**src/rtl/scr1_pipe_mdu_iter_if.sv**
```systemverilog
// EXU <-> MDU request/result channel.
// The EXU drives the master side and the multiply/divide unit sits on the slave side.
interface scr1_pipe_mdu_iter_if #(
  parameter int XLEN = 32
);
  logic            exu2mdu_req_i;
  logic [2:0]      exu2mdu_cmd_i;
  logic [XLEN-1:0] exu2mdu_op1_i;
  logic [XLEN-1:0] exu2mdu_op2_i;
  logic            exu2mdu_kill_i;
  logic            exu2mdu_res_ack_i;
  logic            mdu2exu_req_rdy_o;
  logic            mdu2exu_res_vd_o;
  logic [XLEN-1:0] mdu2exu_res_o;
  logic            mdu2exu_busy_o;

  modport slave (
    input  exu2mdu_req_i, exu2mdu_cmd_i, exu2mdu_op1_i, exu2mdu_op2_i,
           exu2mdu_kill_i, exu2mdu_res_ack_i,
    output mdu2exu_req_rdy_o, mdu2exu_res_vd_o, mdu2exu_res_o, mdu2exu_busy_o
  );

  modport master (
    output exu2mdu_req_i, exu2mdu_cmd_i, exu2mdu_op1_i, exu2mdu_op2_i,
           exu2mdu_kill_i, exu2mdu_res_ack_i,
    input  mdu2exu_req_rdy_o, mdu2exu_res_vd_o, mdu2exu_res_o, mdu2exu_busy_o
  );
endinterface

```
**src/rtl/scr1_pipe_mdu_iter.sv**
```systemverilog
// RV32M/RV64M multiply/divide unit: restoring radix-2^DIV_BPC divider and a
// single-cycle or iterative shift-add multiplier that share one adder chain.
module scr1_pipe_mdu_iter #(
  parameter int XLEN     = 32,
  parameter int DIV_BPC  = 1,
  parameter int MUL_ITER = 0,
  parameter int MUL_BPC  = 4
) (
  input  logic                clk,
  input  logic                rst,
  scr1_pipe_mdu_iter_if.slave mdu
);

  localparam int CW    = $clog2(XLEN + 1);
  localparam int STEPS = ((MUL_ITER != 0) && (MUL_BPC > DIV_BPC)) ? MUL_BPC : DIV_BPC;
  localparam logic [CW-1:0]   CNT_DIV  = CW'(XLEN / DIV_BPC);
  localparam logic [CW-1:0]   CNT_MUL  = CW'(XLEN / MUL_BPC);
  localparam logic [CW-1:0]   CNT_ONE  = CW'(1);
  localparam logic [XLEN-1:0] ZERO     = {XLEN{1'b0}};
  localparam logic [XLEN-1:0] ALL_ONES = {XLEN{1'b1}};
  localparam logic [XLEN-1:0] MIN_INT  = {1'b1, {(XLEN-1){1'b0}}};

  typedef enum logic [1:0] {
    ST_IDLE = 2'd0,
    ST_CALC = 2'd1,
    ST_CORR = 2'd2,
    ST_DONE = 2'd3
  } state_e;

  function automatic logic [XLEN-1:0] f_neg_x(input logic [XLEN-1:0] x);
    f_neg_x = ~x + {{(XLEN-1){1'b0}}, 1'b1};
  endfunction

  function automatic logic [2*XLEN-1:0] f_neg_p(input logic [2*XLEN-1:0] x);
    f_neg_p = ~x + {{(2*XLEN-1){1'b0}}, 1'b1};
  endfunction

  state_e          r_state;
  logic            r_res_vd;
  logic [XLEN-1:0] r_res;
  logic [2:0]      r_cmd;
  logic [XLEN-1:0] r_hi;
  logic [XLEN-1:0] r_lo;
  logic [XLEN-1:0] r_opb;
  logic [CW-1:0]   r_cnt;
  logic            r_neg_q;
  logic            r_neg_r;

  logic [2:0]        w_cmd;
  logic [XLEN-1:0]   w_op1;
  logic [XLEN-1:0]   w_op2;
  logic              w_is_div;
  logic              w_div_sgn;
  logic              w_s1;
  logic              w_s2;
  logic              w_neg1;
  logic              w_neg2;
  logic [XLEN-1:0]   w_mag1;
  logic [XLEN-1:0]   w_mag2;
  logic              w_div0;
  logic              w_ovf;
  logic              w_fast;
  logic              w_accept;
  logic [2*XLEN+1:0] w_prod;
  logic              w_prod_unused;
  logic [XLEN-1:0]   w_fast_res;
  logic [XLEN-1:0]   w_step_hi;
  logic [XLEN-1:0]   w_step_lo;
  logic [2*XLEN-1:0] w_prod_mag;
  logic [2*XLEN-1:0] w_prod_sgn;
  logic [XLEN-1:0]   w_corr_res;

  assign w_cmd     = mdu.exu2mdu_cmd_i;
  assign w_op1     = mdu.exu2mdu_op1_i;
  assign w_op2     = mdu.exu2mdu_op2_i;
  assign w_is_div  = w_cmd[2];
  assign w_div_sgn = w_cmd[2] & ~w_cmd[0];
  // MULHSU treats only op1 as signed; MULHU neither.
  assign w_s1      = w_is_div ? w_div_sgn : (w_cmd[1:0] != 2'b11);
  assign w_s2      = w_is_div ? w_div_sgn : ~w_cmd[1];
  assign w_neg1    = w_s1 & w_op1[XLEN-1];
  assign w_neg2    = w_s2 & w_op2[XLEN-1];
  assign w_mag1    = w_neg1 ? f_neg_x(w_op1) : w_op1;
  assign w_mag2    = w_neg2 ? f_neg_x(w_op2) : w_op2;
  assign w_div0    = w_is_div & (w_op2 == ZERO);
  assign w_ovf     = w_div_sgn & (w_op1 == MIN_INT) & (w_op2 == ALL_ONES);
  assign w_fast    = w_is_div ? (w_div0 | w_ovf) : (MUL_ITER == 0);
  assign w_accept  = (r_state == ST_IDLE) & mdu.exu2mdu_req_i & ~mdu.exu2mdu_kill_i;

  generate
    if (MUL_ITER == 0) begin : g_mul_fast
      logic [2*XLEN+1:0] w_pa;
      logic [2*XLEN+1:0] w_pb;
      assign w_pa   = {{(XLEN+2){w_neg1}}, w_op1};
      assign w_pb   = {{(XLEN+2){w_neg2}}, w_op2};
      assign w_prod = w_pa * w_pb;
    end else begin : g_mul_iter
      assign w_prod = {(2*XLEN+2){1'b0}};
    end
  endgenerate

  assign w_prod_unused = ^w_prod[2*XLEN+1:2*XLEN];

  // Result of the operations that complete in the accept cycle.
  always_comb begin
    w_fast_res = w_prod[XLEN-1:0];
    if (w_is_div) begin
      if (w_div0) begin
        w_fast_res = w_cmd[1] ? w_op1 : ALL_ONES;
      end else begin
        w_fast_res = w_cmd[1] ? ZERO : w_op1;
      end
    end else begin
      if (w_cmd[1:0] == 2'b00) begin
        w_fast_res = w_prod[XLEN-1:0];
      end else begin
        w_fast_res = w_prod[2*XLEN-1:XLEN];
      end
    end
  end

  // One CALC cycle: chained bit-steps through a single shared XLEN+1 adder each.
  always_comb begin
    logic [XLEN:0]   v_x;
    logic [XLEN:0]   v_y;
    logic [XLEN:0]   v_sum;
    logic [XLEN-1:0] v_hi;
    logic [XLEN-1:0] v_lo;
    v_x   = {(XLEN+1){1'b0}};
    v_y   = {(XLEN+1){1'b0}};
    v_sum = {(XLEN+1){1'b0}};
    v_hi  = r_hi;
    v_lo  = r_lo;
    for (int k = 0; k < STEPS; k++) begin
      if (r_cmd[2] ? (k < DIV_BPC) : (k < MUL_BPC)) begin
        if (r_cmd[2]) begin
          v_x = {v_hi, v_lo[XLEN-1]};
          v_y = ~{1'b0, r_opb};
        end else begin
          v_x = {1'b0, v_hi};
          v_y = v_lo[0] ? {1'b0, r_opb} : {(XLEN+1){1'b0}};
        end
        v_sum = v_x + v_y + {{XLEN{1'b0}}, r_cmd[2]};
        // A restored remainder is below the divisor, so it always fits XLEN bits.
        if (r_cmd[2]) begin
          v_hi = v_sum[XLEN] ? v_x[XLEN-1:0] : v_sum[XLEN-1:0];
          v_lo = {v_lo[XLEN-2:0], ~v_sum[XLEN]};
        end else begin
          v_lo = {v_sum[0], v_lo[XLEN-1:1]};
          v_hi = v_sum[XLEN:1];
        end
      end else begin
        v_hi = v_hi;
        v_lo = v_lo;
      end
    end
    w_step_hi = v_hi;
    w_step_lo = v_lo;
  end

  assign w_prod_mag = {r_hi, r_lo};
  assign w_prod_sgn = r_neg_q ? f_neg_p(w_prod_mag) : w_prod_mag;

  // Sign correction of the magnitude result.
  always_comb begin
    w_corr_res = r_lo;
    if (r_cmd[2]) begin
      if (r_cmd[1]) begin
        w_corr_res = r_neg_r ? f_neg_x(r_hi) : r_hi;
      end else begin
        w_corr_res = r_neg_q ? f_neg_x(r_lo) : r_lo;
      end
    end else begin
      if (r_cmd[1:0] == 2'b00) begin
        w_corr_res = w_prod_sgn[XLEN-1:0];
      end else begin
        w_corr_res = w_prod_sgn[2*XLEN-1:XLEN];
      end
    end
  end

  // Operand capture and iteration datapath.
  always_ff @(posedge clk) begin
    if (w_accept) begin
      r_cmd   <= w_cmd;
      r_hi    <= ZERO;
      r_lo    <= w_is_div ? w_mag1 : w_mag2;
      r_opb   <= w_is_div ? w_mag2 : w_mag1;
      r_cnt   <= w_is_div ? CNT_DIV : CNT_MUL;
      r_neg_q <= w_neg1 ^ w_neg2;
      r_neg_r <= w_neg1;
    end else if (r_state == ST_CALC) begin
      r_hi  <= w_step_hi;
      r_lo  <= w_step_lo;
      r_cnt <= r_cnt - CNT_ONE;
    end
  end

  // Control FSM with registered result; kill overrides request and ack.
  always_ff @(posedge clk or posedge rst) begin
    if (rst) begin
      r_state  <= ST_IDLE;
      r_res_vd <= 1'b0;
      r_res    <= ZERO;
    end else if (mdu.exu2mdu_kill_i) begin
      r_state  <= ST_IDLE;
      r_res_vd <= 1'b0;
    end else begin
      case (r_state)
        ST_IDLE: begin
          if (mdu.exu2mdu_req_i) begin
            if (w_fast) begin
              r_res    <= w_fast_res;
              r_res_vd <= 1'b1;
              r_state  <= ST_DONE;
            end else begin
              r_state  <= ST_CALC;
            end
          end
        end
        ST_CALC: begin
          if (r_cnt == CNT_ONE) begin
            r_state <= ST_CORR;
          end
        end
        ST_CORR: begin
          r_res    <= w_corr_res;
          r_res_vd <= 1'b1;
          r_state  <= ST_DONE;
        end
        ST_DONE: begin
          if (mdu.exu2mdu_res_ack_i) begin
            r_state  <= ST_IDLE;
            r_res_vd <= 1'b0;
          end
        end
        default: begin
          r_state  <= ST_IDLE;
          r_res_vd <= 1'b0;
        end
      endcase
    end
  end

  assign mdu.mdu2exu_req_rdy_o = (r_state == ST_IDLE);
  assign mdu.mdu2exu_busy_o    = (r_state != ST_IDLE);
  assign mdu.mdu2exu_res_vd_o  = r_res_vd;
  assign mdu.mdu2exu_res_o     = r_res;

endmodule

```
**src/flat_wrapper.sv**
```systemverilog
// flat-port wrapper written by rule: the top's interface ports become plain ports
module scr1_pipe_mdu_iter_flat 
#(
  parameter int XLEN     = 32,
  parameter int DIV_BPC  = 1,
  parameter int MUL_ITER = 0,
  parameter int MUL_BPC  = 4
)
  (clk, rst, mdu_exu2mdu_req_i, mdu_exu2mdu_cmd_i, mdu_exu2mdu_op1_i, mdu_exu2mdu_op2_i, mdu_exu2mdu_kill_i, mdu_exu2mdu_res_ack_i, mdu_mdu2exu_req_rdy_o, mdu_mdu2exu_res_vd_o, mdu_mdu2exu_res_o, mdu_mdu2exu_busy_o);
  scr1_pipe_mdu_iter_if #(.XLEN(XLEN)) mdu_i ();
  input  logic clk;
  input  logic rst;
  input wire logic [$bits(mdu_i.exu2mdu_req_i)-1:0] mdu_exu2mdu_req_i;
  input wire logic [$bits(mdu_i.exu2mdu_cmd_i)-1:0] mdu_exu2mdu_cmd_i;
  input wire logic [$bits(mdu_i.exu2mdu_op1_i)-1:0] mdu_exu2mdu_op1_i;
  input wire logic [$bits(mdu_i.exu2mdu_op2_i)-1:0] mdu_exu2mdu_op2_i;
  input wire logic [$bits(mdu_i.exu2mdu_kill_i)-1:0] mdu_exu2mdu_kill_i;
  input wire logic [$bits(mdu_i.exu2mdu_res_ack_i)-1:0] mdu_exu2mdu_res_ack_i;
  output wire logic [$bits(mdu_i.mdu2exu_req_rdy_o)-1:0] mdu_mdu2exu_req_rdy_o;
  output wire logic [$bits(mdu_i.mdu2exu_res_vd_o)-1:0] mdu_mdu2exu_res_vd_o;
  output wire logic [$bits(mdu_i.mdu2exu_res_o)-1:0] mdu_mdu2exu_res_o;
  output wire logic [$bits(mdu_i.mdu2exu_busy_o)-1:0] mdu_mdu2exu_busy_o;
  assign mdu_i.exu2mdu_req_i = mdu_exu2mdu_req_i;
  assign mdu_i.exu2mdu_cmd_i = mdu_exu2mdu_cmd_i;
  assign mdu_i.exu2mdu_op1_i = mdu_exu2mdu_op1_i;
  assign mdu_i.exu2mdu_op2_i = mdu_exu2mdu_op2_i;
  assign mdu_i.exu2mdu_kill_i = mdu_exu2mdu_kill_i;
  assign mdu_i.exu2mdu_res_ack_i = mdu_exu2mdu_res_ack_i;
  assign mdu_mdu2exu_req_rdy_o = mdu_i.mdu2exu_req_rdy_o;
  assign mdu_mdu2exu_res_vd_o = mdu_i.mdu2exu_res_vd_o;
  assign mdu_mdu2exu_res_o = mdu_i.mdu2exu_res_o;
  assign mdu_mdu2exu_busy_o = mdu_i.mdu2exu_busy_o;
  scr1_pipe_mdu_iter #(.XLEN(XLEN), .DIV_BPC(DIV_BPC), .MUL_ITER(MUL_ITER), .MUL_BPC(MUL_BPC)) u_core (.clk(clk), .rst(rst), .mdu(mdu_i));
endmodule
```
**config.mk**
```make
export PLATFORM = sky130hd
export DESIGN_NAME = scr1_pipe_mdu_iter_flat
export DESIGN_NICKNAME = d
export VERILOG_FILES = /design/src/rtl/scr1_pipe_mdu_iter_if.sv /design/src/rtl/scr1_pipe_mdu_iter.sv /design/src/flat_wrapper.sv
export SDC_FILE = /design/constraint.sdc
export NUM_CORES = 2
export LEC_CHECK = 0
export CAP_MARGIN = 20
export CORE_MARGIN = 2
export CORE_UTILIZATION = 30
export DETAILED_ROUTE_END_ITERATION = 6
export DONT_BUFFER_PORTS = 1
export GPL_TIMING_DRIVEN = 0
export HOLD_SLACK_MARGIN = 0.08
export PLACE_DENSITY = 0.5
export SLEW_MARGIN = 5
export SYNTH_ARGS = -nofsm -noshare
export SYNTH_HDL_FRONTEND = slang
export SYNTH_SLANG_ARGS = --single-unit
```
**constraint.sdc**
```tcl
create_clock -name clk -period 15.8 [get_ports clk]
set_clock_uncertainty 0.05 [all_clocks]
set_input_delay 2.37 -clock clk [delete_from_list [all_inputs] [get_ports clk]]
set_output_delay 2.37 -clock clk [all_outputs]
set_load 0.005 [all_outputs]
```
# After elaboration in Yosys (flattened, before gate mapping)
# Cells that the tools add are included.
[totals]
regBits = 142
inputBits = 72
out_inout_bits = 35
word_cells = 106
[classes]
addsub = 8
mul = 1
eq_ne = 13
n_mux = 43
bitwise = 20
reduce_logical = 11
[ops]
columns = ["op", "n"]
rows = [
  ["$mux 32", 22],
  ["$add 32x1->32 const B", 4],
  ["$not 32->32", 4],
  ["$mux 33", 2],
  ["$add 64x1->64 const B", 1],
  ["$eq 32x32->1 const B", 2],
  ["$mul 33x33->64", 1],
  ["$mux 64", 1],
  ["$not 64->64", 1],
  ["$pmux 32 s2", 1],
  ["$add 33x1->33", 1],
  ["$add 33x33->33", 1],
  ["$not 32->33", 1],
  ["$logic_not 32->1", 1],
  ["$mux 6", 3],
  ["$mux 2", 5],
  ["$ne 3x3->1 const B", 3],
  ["$and 1x1->1", 8],
  ["$pmux 2 s4", 1],
  ["$reduce_and 4->1", 2],
  ["$mux 1", 7],
  ["$eq 6x1->1 const B", 1],
  ["$logic_not 2->1", 3],
  ["$reduce_bool 2->1", 3],
  ["other kinds (12)", 17],
]

# Logic depth before layout (Yosys ltp)
[logic_depth]
word_depth = 10
ltp_mapped = 32
mapped_depth_nobuf = 30

# Least setup slack after synthesis
# OpenSTA, ideal clock, no wires.
[synth_timing]
path_type = "input -> register"
startpoint = "in mdu_exu2mdu_cmd_i[2]"
endpoint = "reg u_core.r_res[27] (netlist: u_core.mdu.mdu2exu_res_o[27])"
setup_time_ns = 0.083
arrival_time_ns = 10.765
t_required_ns = 15.667
setup_slack_ns = 4.903
path_stages = 27
path_buffers = 3
path_cell_list = "o21ai_1 nand2_1 clkinv_1 clkbuf_1 clkbuf_1 nand2_1 fa_1 inv_1 fa_1 fa_1 fa_1 fa_1 fa_1 inv_1 fa_1 fa_1 inv_1 ha_1 clkbuf_1 and4_1 nand3_1 or4_1 a2111oi_0 nor2_1 a211oi_1 mux2_2 o21ai_0"
[synth_via]
elab_chain_cells = 9
word_cells_on_any_way = 19
classes_between = "mul: 1; eq/ne: 1; mux: 9; bitwise: 7; reduce/logical: 1"
[synth_lines]
columns = ["element", "line_no", "rtl"]
rows = [
  ["start: declaration", "flat_wrapper.sv:14", "input wire logic [$bits(mdu_i.exu2mdu_cmd_i)-1:0] mdu_exu2mdu_cmd_i;"],
  ["$and 1x1->1", "scr1_pipe_mdu_iter.sv:77", "assign w_div_sgn = w_cmd[2] & ~w_cmd[0];"],
  ["$mux 1, on equally long branches", "scr1_pipe_mdu_iter.sv:79, scr1_pipe_mdu_iter.sv:80", ""],
  ["$and 1x1->1, on equally long branches", "scr1_pipe_mdu_iter.sv:81, scr1_pipe_mdu_iter.sv:82", ""],
  ["$mul 33x33->64", "scr1_pipe_mdu_iter.sv:96", "assign w_prod = w_pa * w_pb;"],
  ["$mux 32", "scr1_pipe_mdu_iter.sv:114", "if (w_cmd[1:0] == 2'b00) begin"],
  ["$mux 32", "scr1_pipe_mdu_iter.sv:107", "if (w_is_div) begin"],
  ["$mux 32", "scr1_pipe_mdu_iter.sv:212", "if (w_fast) begin"],
  ["$mux 32", "scr1_pipe_mdu_iter.sv:211", "if (mdu.exu2mdu_req_i) begin"],
  ["$pmux 32 s2", "scr1_pipe_mdu_iter.sv:209", "case (r_state)"],
  ["end signal: assignment", "scr1_pipe_mdu_iter.sv:213", "r_res <= w_fast_res;"],
  ["end signal: assignment", "scr1_pipe_mdu_iter.sv:227", "r_res <= w_corr_res;"],
  ["end: declaration", "scr1_pipe_mdu_iter.sv:40", "logic [XLEN-1:0] r_res;"],
]
# Parallel ways exist; a longest one is shown, timed or not. The select of a mux whose other input is x is not followed.
# A chain may end at the register's enable or synchronous reset.

# Worst setup path in the final report
[layout_timing]
startpoint = "in mdu_exu2mdu_cmd_i[2]"
endpoint = "reg u_core.r_res[24] (netlist: u_core.mdu.mdu2exu_res_o[24])"
# The elaborated chain is that of the path after synthesis.

==> impl_results.md <==
- Setup Crit Path Kind: in2reg
- Tmin final: 14.04 ns
- Syn Std Cell Area: 52620 um2
- Total CTS buffers: 17
- Skew-Pair Late Insertion Delay: 0.44 ns
- Top FF cell, synth: edfxtp_1
- Final worst-path cycle share: 88.85%
- Crit-path max FO: 11
- Syn avg cell area: 8.459 um2
- Slew HR: 10.76%
- Pin count of the biggest net entering global routing: 33
- Die width: 422.8 um
- CTS H-tree depth: 4
- Total track usage: 28.38%
- Initial antenna violation count: 32
- Yosys cell types: 86
- Arrival time at the worst endpoint: 14.27 ns
- Synthesized net count: 7674
- ANT nets after route: 0
- Final Wtd Congestion: 1.020
- DRC: 0
- Vias per cell: 5.319
- Area grow syn2layout: 8.160%
- DRT iter0 DRCs: 5157
- Post-Route Setup TNS: 0 ns
- Yosys top cell area share: 42.87%
- Buffers added on ports: 0
- Root buf cell: clkbuf_16
- Die span in y: 422.8 um
- Max_cap viols: 0
- Clock tree from TritonCTS: yes
- Nets: 7741
- Max Fclk: 71.23 MHz
- Clk buf depth: 2
- HPWL Detailed: 217.6 mm
- Number of synthesized flops with an enable pin: 75
- First-pass GRT wire length: 358.9 mm
- Register area share after synthesis: 7.162%
- Cell taking the most area after synthesis: fa_1
- Asr flop ratio synth: 24.65%
- Synth Register Bits: 142
- CTS Sinks: 142
- Buffer count from post-CTS setup fixing: 0
- Share of cells above drive strength 1: 2.730%
- Fill count: 18600
- Gates resized, CTS repair: 0
- Worst Setup End Kind: register
- RSZ-0062 raised after global routing: no
- Die area: 178800 um2
- Final Slew Violations: 0
- Vias in the first global route: 46760
- Grt total ovfl: 0
- Pre-antenna DRT Iters: 6
- Wirelength per Cell: 29.53 um
- Rows: 153
- Critical Path RT: 16.03 ns
- Worst-Margin Slew: 1.339 ns
- Synth warnings: 0
- Status: complete, no violations
- Vias after detailed routing: 45990
- Synth Instances: 6221
- Hold Fails Final Rpt: 0
- Reg clk slew, reported paths: 0.06 ns
- Hold buffer count at CTS: 0
- Starting Density: 30.24%
- Synth area leaders: fa_1 (43%), inv_1 (9.0%), nand2_1 (7.7%)
- Setup violators final: 0
- Post-Route WL: 255.3 mm
- Worst Setup Start Kind: primary input
- Core box area: 174000 um2
- I/O pin count: 107
- Worst hold-check path type: reg2reg
metal layers:
metal	track usage, %	wire, um	part of all wire (%)	vias to the layer above
met3	5.305	22850	9.0	475
met1	38.01	103800	41	23970
li1	-	-	-	19220
met2	44.21	114200	45	2311
met4	13.38	14450	5.7	14
met5	0	96	0.038	-
cells in the mapped netlist (all sizes together) (23+ instances only):
library cell  instances
o21bai               23
and2                244
inv                1259
edfxtp               75
nor3                 43
nand3                67
fa                 1127
and3                 27
dfxtp                32
dfrtp                35
buf                  92
xnor2               148
nor2                234
clkbuf              327
a21oi               221
a211oi               25
nand4                27
mux2                 31
mux2i                89
a31oi                31
o211ai               40
o21ai               240
or4                  25
a21o                 36
nand2              1076
o31ai                31
ha                  254
xor2                 99
layout make-up:
class	instances	area [um2]	share of cell area (%)
antenna	20	50.05	0.08793
multi-input combinational	4397	42460	74.59
sequential	142	3769	6.621
buffer	419	1674	2.941
timing repair buffer	48	701.9	1.233
inverter	1263	4741	8.329
clock inverter	11	166.4	0.2924
tap	2325	2909	5.111
clock buffer	21	450.4	0.7914
path summary, 6_finish.rpt:
kind	start	to	slack, ns	depth (start not counted)
max in group asynchronous	rst	u_core.mdu.mdu2exu_res_o[2]$_DFFE_PP0P_	13.54	2
setup / recovery	mdu_exu2mdu_cmd_i[2]	u_core.mdu.mdu2exu_res_o[24]$_DFFE_PP0P_	1.76	28
setup reg to reg	u_core.r_cmd[2]$_DFFE_PP_	u_core.r_hi[30]$_SDFFE_PP0P_	8.03	19
hold reg to reg	u_core.mdu.mdu2exu_res_o[5]$_DFFE_PP0P_	u_core.mdu.mdu2exu_res_o[5]$_DFFE_PP0P_	0.45	2
hold / removal	u_core.mdu.mdu2exu_res_o[5]$_DFFE_PP0P_	u_core.mdu.mdu2exu_res_o[5]$_DFFE_PP0P_	0.45	2
min in group asynchronous	rst	u_core.mdu.mdu2exu_res_o[6]$_DFFE_PP0P_	1.69	1
placed cells by master, fill, tap and decap left out, drive strengths merged, types with 31 or more instances in the layout:
cell / instances
a21o: 36
a21oi: 221
a31oi: 31
and2: 244
buf: 139
clkbuf: 349
dfrtp: 35
dfxtp: 32
edfxtp: 75
fa: 1127
ha: 254
inv: 1259
mux2: 31
mux2i: 89
nand2: 1076
nand3: 67
nor2: 234
nor3: 43
o211ai: 40
o21ai: 240
o31ai: 31
xnor2: 148
xor2: 99
metrics by stage:
step                      utilization, %  instances  hold WS (ns)  cell area (um2)  worst slack (ns)
after floorplan                        -       6221        0.4200            52620             4.903
after global placement             31.91       8546        0.4405            55530            0.7155
after detailed placement           32.26       8585        0.4415            56140             1.136
after CTS                          32.61       8617        0.4570            56750             1.562
after global routing               32.70       8641        0.4827            56900             1.493
final                              32.71       8646        0.4493            56920             1.761
critical path, cell delays in order:
cell and delay, ns:
o21ai_1 0.83, nand2_1 0.41, clkinv_1 0.31, clkbuf_1 0.63
clkbuf_1 0.61, nand2_1 0.31, fa_1 0.80, fa_1 0.58
fa_1 0.55, fa_1 0.89, inv_1 0.52, fa_1 0.60
fa_1 0.52, fa_1 0.50, inv_1 0.05, fa_1 0.48
inv_1 0.13, ha_1 0.40, a21o_1 0.21, a21oi_1 0.18
o21ai_0 0.18, or2_2 0.30, a311o_1 0.35, nand3_1 0.13
nor3_1 0.06, a2111o_1 0.39, a32oi_1 0.75, o21ai_0 0.16
flip-flops by register name, indices dropped and copies added, names as in the netlist:
| name | count |
|---|---|
| u_core.r_lo | 32 |
| u_core.mdu.mdu2exu_res_vd_o | 1 |
| u_core.r_cmd | 3 |
| u_core.r_opb | 32 |
| u_core.r_state | 2 |
| u_core.r_neg_r | 1 |
| u_core.mdu.mdu2exu_res_o | 32 |
| u_core.r_cnt | 6 |
| u_core.r_neg_q | 1 |
| u_core.r_hi | 32 |
cell families (layout without fill, tap and decap cells):
group	after synthesis	in the layout	share of synthesized area (%)
AO/OA/AOI/OAI	806	806	9.603
other	0	20	0
flip-flops	142	142	7.162
XOR/XNOR	247	247	4.111
AND/OR/NAND/NOR	1843	1843	15.65
buffers and inverters	1682	1762	12.18
multiplexers	120	120	2.380
adder cells (fa/ha/maj)	1381	1381	48.91
Power is not shown: default switching activity piles up to over one toggle a cycle in this logic, so the estimate is an artifact.
